### src/rtl/mem_port_arbiter.sv
// mem_port_arbiter
//   Arbitrates the single main-memory port between instruction fetch (IF)
//   and data-cache refill/write-back (DC). The winner's address, write
//   enable and write data are latched at grant. A down-counter then times
//   a fixed-latency access, and the requester gets a one-cycle done pulse.
//
//   Default arbitration: DC wins ties, because the older instruction sits
//   in MEM. With MEM_ARB_ROUND_ROBIN_EN defined, ties go to the requester
//   that was not granted last.
//
//   state  | meaning
//   -------+------------------------------------------------------------
//   IDLE   | no access in flight; requests are sampled here only
//   IF_ACC | fetch access in flight; cnt counts down to the final cycle
//   DC_ACC | cache access in flight; cnt counts down to the final cycle
//
// Ports
//   clk                  clock, rising edge
//   rst_b                reset, asynchronous, ACTIVE-HIGH despite the name
//   if_req/if_addr       fetch request (held until if_done) and word address
//   if_done/if_rdata     one-cycle completion pulse and read data
//   if_stall             if_req & ~if_done
//   dc_req/dc_we         cache request (held until dc_done); 1 = write-back
//   dc_addr/dc_wdata     cache word address and write-back data
//   dc_done/dc_rdata     one-cycle completion pulse and refill data
//   dc_stall             dc_req & ~dc_done
//   mem_addr/mem_wdata   latched address/data of the access in flight
//   mem_rdata            memory read data, combinational from mem_addr
//   mem_we               write strobe, final access cycle only
//   busy                 high whenever an access is in flight
//
// Parameters
//   XLEN         address/data width
//   MEM_LATENCY  access length in cycles, first access cycle to done (1..7)
//   CNT_W        counter width; must hold MEM_LATENCY-1
//
// Build option
//   MEM_ARB_ROUND_ROBIN_EN  alternate grants on simultaneous requests

module mem_port_arbiter #(
  parameter int XLEN        = 32,
  parameter int MEM_LATENCY = 4,
  parameter int CNT_W       = 3
) (
  input  logic            clk,
  input  logic            rst_b,
  input  logic            if_req,
  input  logic [XLEN-1:0] if_addr,
  output logic            if_done,
  output logic [XLEN-1:0] if_rdata,
  output logic            if_stall,
  input  logic            dc_req,
  input  logic            dc_we,
  input  logic [XLEN-1:0] dc_addr,
  input  logic [XLEN-1:0] dc_wdata,
  output logic            dc_done,
  output logic [XLEN-1:0] dc_rdata,
  output logic            dc_stall,
  output logic [XLEN-1:0] mem_addr,
  output logic [XLEN-1:0] mem_wdata,
  input  logic [XLEN-1:0] mem_rdata,
  output logic            mem_we,
  output logic            busy
);

  typedef enum logic [1:0] {
    IDLE   = 2'd0,
    IF_ACC = 2'd1,
    DC_ACC = 2'd2
  } state_t;

  localparam logic [CNT_W-1:0] CNT_LOAD = CNT_W'(MEM_LATENCY - 1);
  localparam logic [CNT_W-1:0] CNT_ONE  = CNT_W'(1);
  localparam logic             SINGLE   = (MEM_LATENCY == 1);

  state_t            state;
  logic [CNT_W-1:0]  cnt;
  logic [XLEN-1:0]   lat_addr;
  logic [XLEN-1:0]   lat_wdata;
  logic              lat_we;
  logic              if_done_q;
  logic              dc_done_q;
  logic              mem_we_q;
  logic              grant_dc;
  logic              grant_if;

`ifdef MEM_ARB_ROUND_ROBIN_EN
  // 1 = DC was granted most recently; reset value favours DC on the first tie
  logic last_grant_dc;

  always_comb begin
    grant_dc = 1'b0;
    grant_if = 1'b0;
    if (dc_req && if_req) begin
      grant_dc = ~last_grant_dc;
      grant_if = last_grant_dc;
    end else begin
      grant_dc = dc_req;
      grant_if = if_req;
    end
  end

  always_ff @(posedge clk or posedge rst_b) begin
    if (rst_b) begin
      last_grant_dc <= 1'b0;
    end else if (state == IDLE) begin
      if (grant_dc)
        last_grant_dc <= 1'b1;
      else if (grant_if)
        last_grant_dc <= 1'b0;
    end
  end
`else
  always_comb begin
    grant_dc = dc_req;
    grant_if = if_req & ~dc_req;
  end
`endif

  // The done/we flags are registered one cycle ahead of the final access
  // cycle: they are set on the edge where cnt steps 1 -> 0, or directly at
  // grant when the access is a single cycle long.
  always_ff @(posedge clk or posedge rst_b) begin
    if (rst_b) begin
      state     <= IDLE;
      cnt       <= '0;
      lat_addr  <= '0;
      lat_wdata <= '0;
      lat_we    <= 1'b0;
      if_done_q <= 1'b0;
      dc_done_q <= 1'b0;
      mem_we_q  <= 1'b0;
    end else begin
      case (state)
        IDLE: begin
          if (grant_dc) begin
            state     <= DC_ACC;
            cnt       <= CNT_LOAD;
            lat_addr  <= dc_addr;
            lat_wdata <= dc_wdata;
            lat_we    <= dc_we;
            dc_done_q <= SINGLE;
            mem_we_q  <= SINGLE & dc_we;
          end else if (grant_if) begin
            state     <= IF_ACC;
            cnt       <= CNT_LOAD;
            lat_addr  <= if_addr;
            lat_wdata <= '0;
            lat_we    <= 1'b0;
            if_done_q <= SINGLE;
          end
        end

        IF_ACC, DC_ACC: begin
          if (cnt == '0) begin
            state     <= IDLE;
            if_done_q <= 1'b0;
            dc_done_q <= 1'b0;
            mem_we_q  <= 1'b0;
          end else begin
            cnt <= cnt - CNT_ONE;
            if (cnt == CNT_ONE) begin
              if_done_q <= (state == IF_ACC);
              dc_done_q <= (state == DC_ACC);
              mem_we_q  <= lat_we;
            end
          end
        end

        default: begin
          state     <= IDLE;
          cnt       <= '0;
          if_done_q <= 1'b0;
          dc_done_q <= 1'b0;
          mem_we_q  <= 1'b0;
        end
      endcase
    end
  end

  assign if_done   = if_done_q;
  assign dc_done   = dc_done_q;
  assign mem_we    = mem_we_q;
  assign if_rdata  = if_done_q ? mem_rdata : '0;
  assign dc_rdata  = dc_done_q ? mem_rdata : '0;
  assign mem_addr  = lat_addr;
  assign mem_wdata = lat_wdata;
  assign busy      = (state != IDLE);

  // Stall is gated by reset so every output reads 0 while reset is held.
  assign if_stall  = if_req & ~if_done_q & ~rst_b;
  assign dc_stall  = dc_req & ~dc_done_q & ~rst_b;

endmodule
### config.mk
export PLATFORM = sky130hd
export DESIGN_NAME = mem_port_arbiter
export DESIGN_NICKNAME = d
export VERILOG_FILES = /design/src/rtl/mem_port_arbiter.sv
export SDC_FILE = /design/constraint.sdc
export NUM_CORES = 1
export LEC_CHECK = 0
export CELL_PAD_IN_SITES_DETAIL_PLACEMENT = 1
export CELL_PAD_IN_SITES_GLOBAL_PLACEMENT = 1
export CORE_ASPECT_RATIO = 0.7
export CORE_UTILIZATION = 24
export CTS_CLUSTER_SIZE = 25
export DETAILED_ROUTE_END_ITERATION = 10
export PLACE_DENSITY_LB_ADDON = 0.1
export SYNTH_ARGS = -nofsm -noshare
export SYNTH_HDL_FRONTEND = slang
export SYNTH_SLANG_ARGS = --single-unit
### constraint.sdc
create_clock -name clk -period 2.71 [get_ports clk]
set_input_delay 0.542 -clock clk [delete_from_list [all_inputs] [get_ports clk]]
set_output_delay 0.542 -clock clk [all_outputs]
set_load 0.05 [all_outputs]
# Word level (Yosys, flattened, before mapping)
# Index checks and enable logic that the tools add are counted.
# W data, S select, Z words.
totals:
  ff_bits: 73
  input_bits: 133
  output_inout_bits: 134
  elab_cells: 65
op_classes:
  addsub: 1
  eq_ne: 10
  n_mux: 27
  n_bitwise: 9
  n_reduce_logical: 10
ops:
  columns: ["operator", "n"]
  rows:
  - ["$mux W32", 6]
  - ["$mux W1", 10]
  - ["$ne A2 B2 Y1 const B", 5]
  - ["$mux W3", 3]
  - ["$reduce_and A2 Y1", 4]
  - ["$mux W2", 3]
  - ["$ne A3 B3 Y1 const B", 2]
  - ["$pmux W1 S2", 3]
  - ["$pmux W3 S2", 1]
  - ["$and A1 B1 Y1", 5]
  - ["$not A1 Y1", 4]
  - ["$pmux W2 S2", 1]
  - ["$reduce_bool A2 Y1", 2]
  - ["$eq A3 B1 Y1 const B", 1]
  - ["$logic_not A3 Y1", 1]
  - ["$reduce_and A3 Y1", 1]
  - ["$sub A3 B1 Y3 const B", 1]
  - ["$eq A2 B1 Y1 const B", 1]
  - ["$eq A2 B2 Y1 const B", 1]
  - ["$logic_not A2 Y1", 1]
  - ["$reduce_or A2 Y1", 1]

# Depth between registers and ports, before layout
# Gate-level depths: netlist of the first run.
depth:
  word_depth: 5
  ltp_mapped: 7

# Worst setup path after synthesis of the first run
# No wires, ideal clock.
synth_path:
  kind: "reg-to-output"
  from: "register if_done_q, in the netlist if_done"
  to: "output port if_stall"
  t_arrival_ns: 1.930
  path_slack_ns: 0.238
  path_stages_with_launch: 3
  n_path_buf: 1
  cell_sequence: "dfrtp_1 -> clkbuf_1 -> nor3_1"
synth_between:
  elab_chain_cells: 3
synth_rtl:
  columns: ["element", "line_no", "source"]
  rows:
  - ["from (decl)", "81", "logic if_done_q;"]
  - ["from (signal assigned)", "163", "if_done_q <= (state == IF_ACC);"]
  - ["$not A1 Y1", "191", "assign if_stall = if_req & ~if_done_q & ~rst_b;"]
  - ["$and A1 B1 Y1 (2 in series)", "191", null]
  - ["to (decl)", "51", "output logic if_stall,"]
# No other way between the ends.

# Worst setup path in the final report of the first run
layout_path:
  from: "input port if_req"
  to: "output port if_stall"
layout_between:
  elab_chain_cells: 2
layout_rtl:
  columns: ["element", "line_no", "source"]
  rows:
  - ["from (decl)", "47", "input logic if_req,"]
  - ["$and A1 B1 Y1 (2 in series)", "191", null]
# No other way between the ends.

==> flow_summary.ini, run 1 <==
[run_status]
status = completed

[place]
placed_area_um2 = 6310
place_congestion = 0.722
numPortBuffers = 266
dp_cells = 783
dp_hpwl_um = 10100

[worst_setup_path]
crit_fanout = 4
worstPathRequired_ns = 2.17
critical-path-max-stage-delay_ns = 0.56
cp_slowest_cell = clkdlybuf4s50_1
path_buf_inv = 3
critPathArrivalTime_ns = 1.74
path_cells = clkdlybuf4s50_1, inv_1, nor3_1, buf_12
critPathKind = primary input to output pin
worstSetupStartpointType = primary input
crit_family = buffers and inverters
end_kind = output pin

[cts]
ctsHoldBuffers = 0
cts_root_buf = clkbuf_16
htreeDepth = 3
cts_resized = 0
clkLatencyLatePin_ns = 0.33
cts_setup_buffers = 0
cts_tree = done
cts.clk_slew.worst_paths_ns = 0.06
cts_inserted_buffers = 9
cts.sinks = 73
clk_path_buf_depth = 2

[grt]
antenna_found_initial = 0
grt_overflow = 0
grt_max_degree = 98
grt_pass1_vias = 3703
grt_use_total_pct = 17.0
grt_pass1_wl_um = 20500

[yosys]
synth_cells = 340
ys.warnings.count = 0
syn_avg_cell_area_um2 = 10.7
ys_ff_latch = 73
syn_nets = 480
netlist_area_um2 = 3620
seq_area_frac_synth_pct = 50.4
synth_cell_types = 30

[route]
dr.pass1.iters = 4
drc_errors = 0
drt-total-wl_um = 13200
routedWlPerCell_um = 16.6
drt-met1-wl_um = 5730
routed_via_density = 4.43
drt_iter0_markers = 74
vias = 3532
top_layer_used = met4
route.met3.wl_um = 1060
wl_met2_um = 6300
drt.antenna.violating_nets = 0

[layout]
fin_area_um2 = 6600
register_area_um2 = 1830
diodes = 0
multi_input_area_um2 = 1630
area_growth_pct = 82.1
fill_cells = 1626
drive_above_1_share_pct = 15.1
layout.cells.non_filler = 798
final_util_pct = 44.8
nets = 739

[sta]
max_freq_mhz = 439
setup_violations = 0
slew_headroom_pct = 61.7
rsz0062_at_grt = no
min_period_ns = 2.28
skew_ns = 0.00802
finalSetupTns_ns = 0
post-route-period-util_pct = 84.0
worst_slew_pin_slew_ns = 0.573
hold_violations = 0
slew_viol_final = 0

[pwr]
cellLeakagePower_nw = 3.03
p_per_area_nw_per_um2 = 1200
ir_worst_vdd_mv = 0.684
power.total_mw = 7.93

[floorplan]
start_util_pct = 24.6
die-area_um2 = 15600
rows = 37
coreArea_um2 = 14700
ioPinCount = 267
fp.dieW_um = 149
fp.dieH_um = 105

[job]
maxCapViolCount = 0

[hold_path]
hp-class = flop to flop
power by group:
part,internal [mW],switching (mW)
clock network,0.711,0.440
logic,1.66,3.19
registers,1.62,0.305
total,3.99,3.94
tightest hold or removal path: stages (launching register included):
cell and delay (ns):
dfrtp_1 0.34, nand2_1 0.05, o21ai_0 0.06
layout make-up:
| type | count | share of cell area [%] |
|---|---|---|
| clock inverter | 4 | 0.834 |
| tap | 195 | 3.70 |
| timing repair buffer | 272 | 39.0 |
| clock buffer | 11 | 3.53 |
| inverter | 9 | 0.531 |
| multi-input combinational | 234 | 24.7 |
| sequential | 73 | 27.7 |
registers in the layout, summed over array words and instances (netlist names):
| signal | count |
|---|---|
| lat_we | 1 |
| dc_done | 1 |
| mem_we | 1 |
| cnt | 3 |
| mem_addr | 32 |
| mem_wdata | 32 |
| if_done | 1 |
| state | 2 |
final timing paths:
| check | from | end | slack, ns | depth (start not counted) |
|---|---|---|---|---|
| max | if_req | if_stall | 0.43 | 4 |
| min | mem_addr[6] | mem_addr[6] | 0.48 | 2 |
| max reg2reg | state[0] | cnt[1] | 0.89 | 5 |
| min reg2reg | mem_addr[6] | mem_addr[6] | 0.48 | 2 |
| max in group asynchronous | rst_b | mem_addr[15] | 1.46 | 3 |
| min in group asynchronous | rst_b | dc_done | 0.61 | 2 |
logic make-up (layout without fill, tap and decap cells):
group,count (synthesis),in the layout,synth area share [%]
mux,34,34,9.46
buf+inv,33,296,4.52
fa+ha+maj,7,7,2.42
flops,73,73,50.4
compound gates,82,82,16.1
simple gates,111,111,17.1
cell usage after synthesis, drive strengths merged:
cell | number | area, µm²
a21o | 1 | 7.51
a21oi | 3 | 15.0
a22o | 37 | 324
and2 | 64 | 400
and4b | 1 | 10.0
buf | 15 | 95.1
clkbuf | 9 | 35.0
dfrtp | 73 | 1830
ha | 7 | 87.6
inv | 9 | 33.8
mux2 | 2 | 22.5
mux2i | 32 | 320
nand2 | 34 | 128
nand2b | 4 | 25.0
nand3b | 1 | 7.51
nor2 | 1 | 11.3
nor2b | 2 | 12.5
nor3 | 2 | 10.0
nor3b | 2 | 15.0
o211ai | 1 | 7.51
o21ai | 35 | 186
o21ba | 1 | 10.0
o22ai | 1 | 6.26
o2bb2a | 1 | 10.0
o2bb2ai | 1 | 8.76
o31ai | 1 | 7.51
cell usage in the layout, fill, tap and decap left out, types with 3 or more instances in the layout:
master / count
dfrtp_1: 73
a22o_1: 37
o21ai_1: 9
nand2b_1: 4
clkdlybuf4s50_1: 198
mux2i_1: 32
buf_12: 3
and2_1: 64
inv_1: 8
o21ai_0: 25
ha_1: 7
clkbuf_16: 9
a21oi_1: 3
nand2_1: 34
buf_4: 70
layer usage:
layer  vias up  global-route usage [%]
met1      1700                    21.3
met3        11                    5.28
li1       1686                       -
met2       135                    28.2
met5         -                       0
met4         0                    4.37
per-stage QoR:
| stage | hold slack (ns) | setup WS [ns] |
|---|---|---|
| floorplan | 0.464 | 0.238 |
| global placement | 0.464 | 0.436 |
| detailed placement | 0.472 | 0.411 |
| CTS | 0.485 | 0.400 |
| global route | 0.515 | 0.353 |
| finish | 0.477 | 0.433 |
(Power assumes the default switching activity.)
==> run 2: changes to the inputs <==
==> constraint.sdc (replaced) <==
create_clock -name clk -period 2.4 [get_ports clk]
set_input_delay 0.48 -clock clk [delete_from_list [all_inputs] [get_ports clk]]
set_output_delay 0.48 -clock clk [all_outputs]
set_load 0.05 [all_outputs]
==> flow_summary.ini, run 2 (synthesized netlist as in run 1, its figures left out) <==
[run_status]
status = completed

[worst_setup_path]
critPathKind = primary input to output pin
crit_fanout = 4
worstSetupStartpointType = primary input
critPathArrivalTime_ns = 1.59
worstPathRequired_ns = 1.92
end_kind = output pin

[floorplan]
rows = 37
ioPinCount = 267
die-area_um2 = 15600
start_util_pct = 24.6
fp.dieW_um = 149
fp.dieH_um = 105
coreArea_um2 = 14700

[job]
maxCapViolCount = 0

[place]
numPortBuffers = 266
place_ws_ns = 0.322
place_congestion = 0.768
dp_hpwl_um = 11400

[cts]
cts_tree = done
cts.sinks = 73
ctsHoldBuffers = 0
cts.clk_slew.worst_paths_ns = 0.06
cts_setup_buffers = 0
htreeDepth = 3
cts_root_buf = clkbuf_16
clk_path_buf_depth = 2
cts_resized = 0
clkLatencyLatePin_ns = 0.32
cts_inserted_buffers = 9

[route]
routed_via_density = 4.39
vias = 3505
drt-total-wl_um = 14400
drt_iter0_markers = 133
routedWlPerCell_um = 18.0
drc_errors = 0
dr.pass1.iters = 4
drt.antenna.violating_nets = 0

[sta]
slew_viol_final = 0
skew_ns = 0.00369
hold_violations = 0
max_freq_mhz = 482
worst_slew_pin_slew_ns = 0.602
slew_headroom_pct = 59.8
fin_ws_ns = 0.326
finalSetupTns_ns = 0
post-route-period-util_pct = 86.4
setup_violations = 0
min_period_ns = 2.07
rsz0062_at_grt = no

[layout]
nets = 739
final_util_pct = 50.9
area_growth_pct = 107
drive_above_1_share_pct = 16.3
diodes = 0
final_common_cell = clkdlybuf4s50_1
most-common-layout-cells = clkdlybuf4s50_1, dfrtp_1, buf_12, and2_1, a22o_1

[pwr]
power.total_mw = 9.54
p_per_area_nw_per_um2 = 1270
cellLeakagePower_nw = 3.23
ir_worst_vdd_mv = 0.789

[grt]
grt_max_degree = 74
antenna_found_initial = 0
grt_use_total_pct = 18.6
grt_pass1_wl_um = 22200
grt_pass1_vias = 3556
grt_overflow = 0

[hold_path]
hp-class = flop to flop
[run 2: changes by cell type in the layout (fill, tap and decap cells not counted), sizes merged]
cell / change
clkbuf: -1
clkinvlp: +1
clkinv: -2
clkdlybuf4s50: -2
buf: +2
bufinv: +2
[run 2: critical path, stage by stage]
cell             delay (ns)
clkdlybuf4s50_1        0.57
inv_1                  0.11
nor3_2                 0.26
buf_12                 0.18
[run 2: area by class of cell]
cell class | count | area (µm²)
fillers | 1575 | 7230
repair buffers | 272 | 3410
flip-flops and latches | 73 | 1830
multi-input cells | 234 | 1640
well taps | 195 | 244
clock buffers | 10 | 229
clock inverters | 5 | 105
inverters | 9 | 35.0
[run 2: layer usage]
metal | track usage [%] | vias up | wire (µm)
li1 | - | 1685 | -
met1 | 24.7 | 1683 | 6400
met2 | 29.9 | 131 | 6810
met3 | 5.85 | 6 | 1120
met4 | 3.21 | 0 | 70
met5 | 0 | - | 0
[run 2: final timing paths]
check / slack (ns) / from / endpoint / depth (start not counted)
worst min-delay path: 0.48 / mem_addr[1] / mem_addr[1] / 2
worst min register to register: 0.48 / mem_addr[1] / mem_addr[1] / 2
worst max register to register: 0.54 / state[0] / mem_wdata[20] / 6
max in group asynchronous: 1.27 / rst_b / if_done / 3
min in group asynchronous: 0.61 / rst_b / mem_wdata[1] / 2
worst max-delay path: 0.33 / if_req / if_stall / 4
[run 2: through the flow]
stage	hold WS, ns	instance area, µm²	instances
2_1_floorplan	0.464	3630	340
3_3_place_gp	0.462	7150	783
3_5_place_dp	0.472	7150	783
4_1_cts	0.486	7490	798
5_1_grt	0.508	7490	798
6_report	0.479	7490	798
[run 2: power breakdown]
| part | leakage (nW) | switching (mW) | internal, mW | total [mW] |
|---|---|---|---|---|
| clock network | 0.155 | 0.499 | 1.01 | 1.51 |
| logic | 2.16 | 3.65 | 2.16 | 5.80 |
| registers | 0.914 | 0.402 | 1.83 | 2.23 |
| total | 3.23 | 4.55 | 5.00 | 9.54 |
==> run 3: changes to the inputs <==
--- a/config.mk
+++ b/config.mk
@@ -5,12 +5,13 @@
 export SDC_FILE = /design/constraint.sdc
 export NUM_CORES = 1
 export LEC_CHECK = 0
-export CELL_PAD_IN_SITES_DETAIL_PLACEMENT = 1
-export CELL_PAD_IN_SITES_GLOBAL_PLACEMENT = 1
+export CELL_PAD_IN_SITES_DETAIL_PLACEMENT = 0
+export CELL_PAD_IN_SITES_GLOBAL_PLACEMENT = 2
 export CORE_ASPECT_RATIO = 0.7
-export CORE_UTILIZATION = 24
+export CORE_UTILIZATION = 19
 export CTS_CLUSTER_SIZE = 25
 export DETAILED_ROUTE_END_ITERATION = 10
+export GPL_ROUTABILITY_DRIVEN = 0
 export PLACE_DENSITY_LB_ADDON = 0.1
 export SYNTH_ARGS = -nofsm -noshare
 export SYNTH_HDL_FRONTEND = slang
==> flow_summary.ini, run 3 (synthesized netlist as in run 1, its figures left out) <==
[pwr]
p_per_area_nw_per_um2 = 1250
swShare_pct = 48.2
intPower_mw = 4.91
ir_worst_vdd_mv = 0.582
clkPwrFrac_pct = 15.4
cellLeakagePower_nw = 3.25
combPwrFrac_pct = 61.7
power.total_mw = 9.47
seq_power_share_pct = 22.8
p_sw_mw = 4.56

[place]
place_ws_ns = 0.349
dp_hpwl_um = 10400
numPortBuffers = 266
dp_cells = 827

[route]
dr.pass1.iters = 4
drt-total-wl_um = 13400
drc_errors = 0
vias = 3475
drt_iter0_markers = 136
drt.antenna.violating_nets = 0
routedWlPerCell_um = 15.9
routed_via_density = 4.12

[cts]
clk_path_buf_depth = 2
cts.clk_slew.worst_paths_ns = 0.06
cts_tree = done
cts_root_buf = clkbuf_16
cts_setup_buffers = 0
cts.sinks = 73
ctsHoldBuffers = 0
cts_resized = 0
htreeDepth = 3
clkLatencyLatePin_ns = 0.34
cts_inserted_buffers = 9

[worst_setup_path]
crit_family = buffers and inverters
path_buf_inv = 3
end_kind = output pin
worstSetupStartpointType = primary input
critPathKind = primary input to output pin
cp_slowest_cell = clkdlybuf4s50_1
critPathArrivalTime_ns = 1.57
path_cells = clkdlybuf4s50_1, inv_1, nor3_2, buf_12
cp.depth = 4
worstPathRequired_ns = 1.92
reg2regPathDepth = 5
crit_fanout = 4
critical-path-max-stage-delay_ns = 0.56

[layout]
area_growth_pct = 108
drive_above_1_share_pct = 16.5
nets = 742
most-common-layout-cells = clkdlybuf4s50_1, dfrtp_1, buf_12, and2_1, a22o_1
diodes = 0
final_common_cell = clkdlybuf4s50_1
layout.cells.non_filler = 843
final_util_pct = 41.1

[sta]
min_period_ns = 2.05
post-route-period-util_pct = 85.4
slew_viol_final = 0
slew_headroom_pct = 44.8
finalSetupTns_ns = 0
max_freq_mhz = 488
setup_violations = 0
rsz0062_at_grt = no
fin_ws_ns = 0.351
worst_slew_pin_slew_ns = 0.826
hold_violations = 0
skew_ns = 0.0138

[floorplan]
fp.dieW_um = 167
ioPinCount = 267
fp.dieH_um = 118
start_util_pct = 19.7
die-area_um2 = 19600
coreArea_um2 = 18400
rows = 41

[grt]
grt_pass1_wl_um = 21100
grt_use_total_pct = 13.8
antenna_found_initial = 0
grt_overflow = 0
grt_max_degree = 58
grt_pass1_vias = 3664

[run_status]
status = completed

[job]
maxCapViolCount = 0

[hold_path]
hp-class = flop to flop
hold_depth = 2
==> run 3: layer usage <==
metal  wire (µm)  share of wire (%)  track usage [%]
met5           0                  0                0
met3         947                7.1             5.14
met4         172                1.3             3.53
met1        5680                 43             16.7
met2        6570                 49             23.0
==> run 3: worst reg2reg max path, delay by kind of cell, from the launching register on <==
kind,cells,cell delay (ns)
fa+ha+maj,1,0.27
simple gates,1,0.68
buf+inv,2,0.32
compound gates,1,0.26
flops,1,0.41
==> run 3: stage by stage <==
| stage | hold WS [ns] | instance area (µm²) |
|---|---|---|
| after floorplan | 0.464 | 3630 |
| after global placement | 0.464 | 7230 |
| after detailed placement | 0.473 | 7230 |
| after CTS | 0.486 | 7550 |
| after global routing | 0.514 | 7550 |
| final | 0.476 | 7550 |
==> run 3: final cells by class <==
| class | count | area [µm²] |
|---|---|---|
| Sequential cell | 73 | 1830 |
| Clock inverter | 6 | 90.1 |
| Tap cell | 236 | 295 |
| Inverter | 9 | 35.0 |
| Clock buffer | 10 | 229 |
| Multi-Input combinational cell | 234 | 1640 |
| Fill cell | 1727 | 10800 |
| Timing Repair Buffer | 275 | 3430 |
==> run 3: final timing paths <==
kind                               from            end  slack (ns)
max                              if_req       if_stall        0.35
min                        mem_addr[21]   mem_addr[21]        0.48
max reg2reg                    state[0]       state[1]        0.40
min reg2reg                mem_addr[21]   mem_addr[21]        0.48
max in group asynchronous         rst_b  mem_wdata[14]        1.53
min in group asynchronous         rst_b   mem_addr[13]        0.60
==> run 3: power groups by stage <==
stage / Clock [mW] / Sequential (mW) / Combinational (mW)
global route: 1.58 / 2.25 / 6.16
global placement: 0 / 2.17 / 5.89
CTS: 1.51 / 2.17 / 5.91
detailed placement: 0 / 2.16 / 5.91
finish: 1.46 / 2.16 / 5.85
floorplan: 0 / 4.09 / 1.68
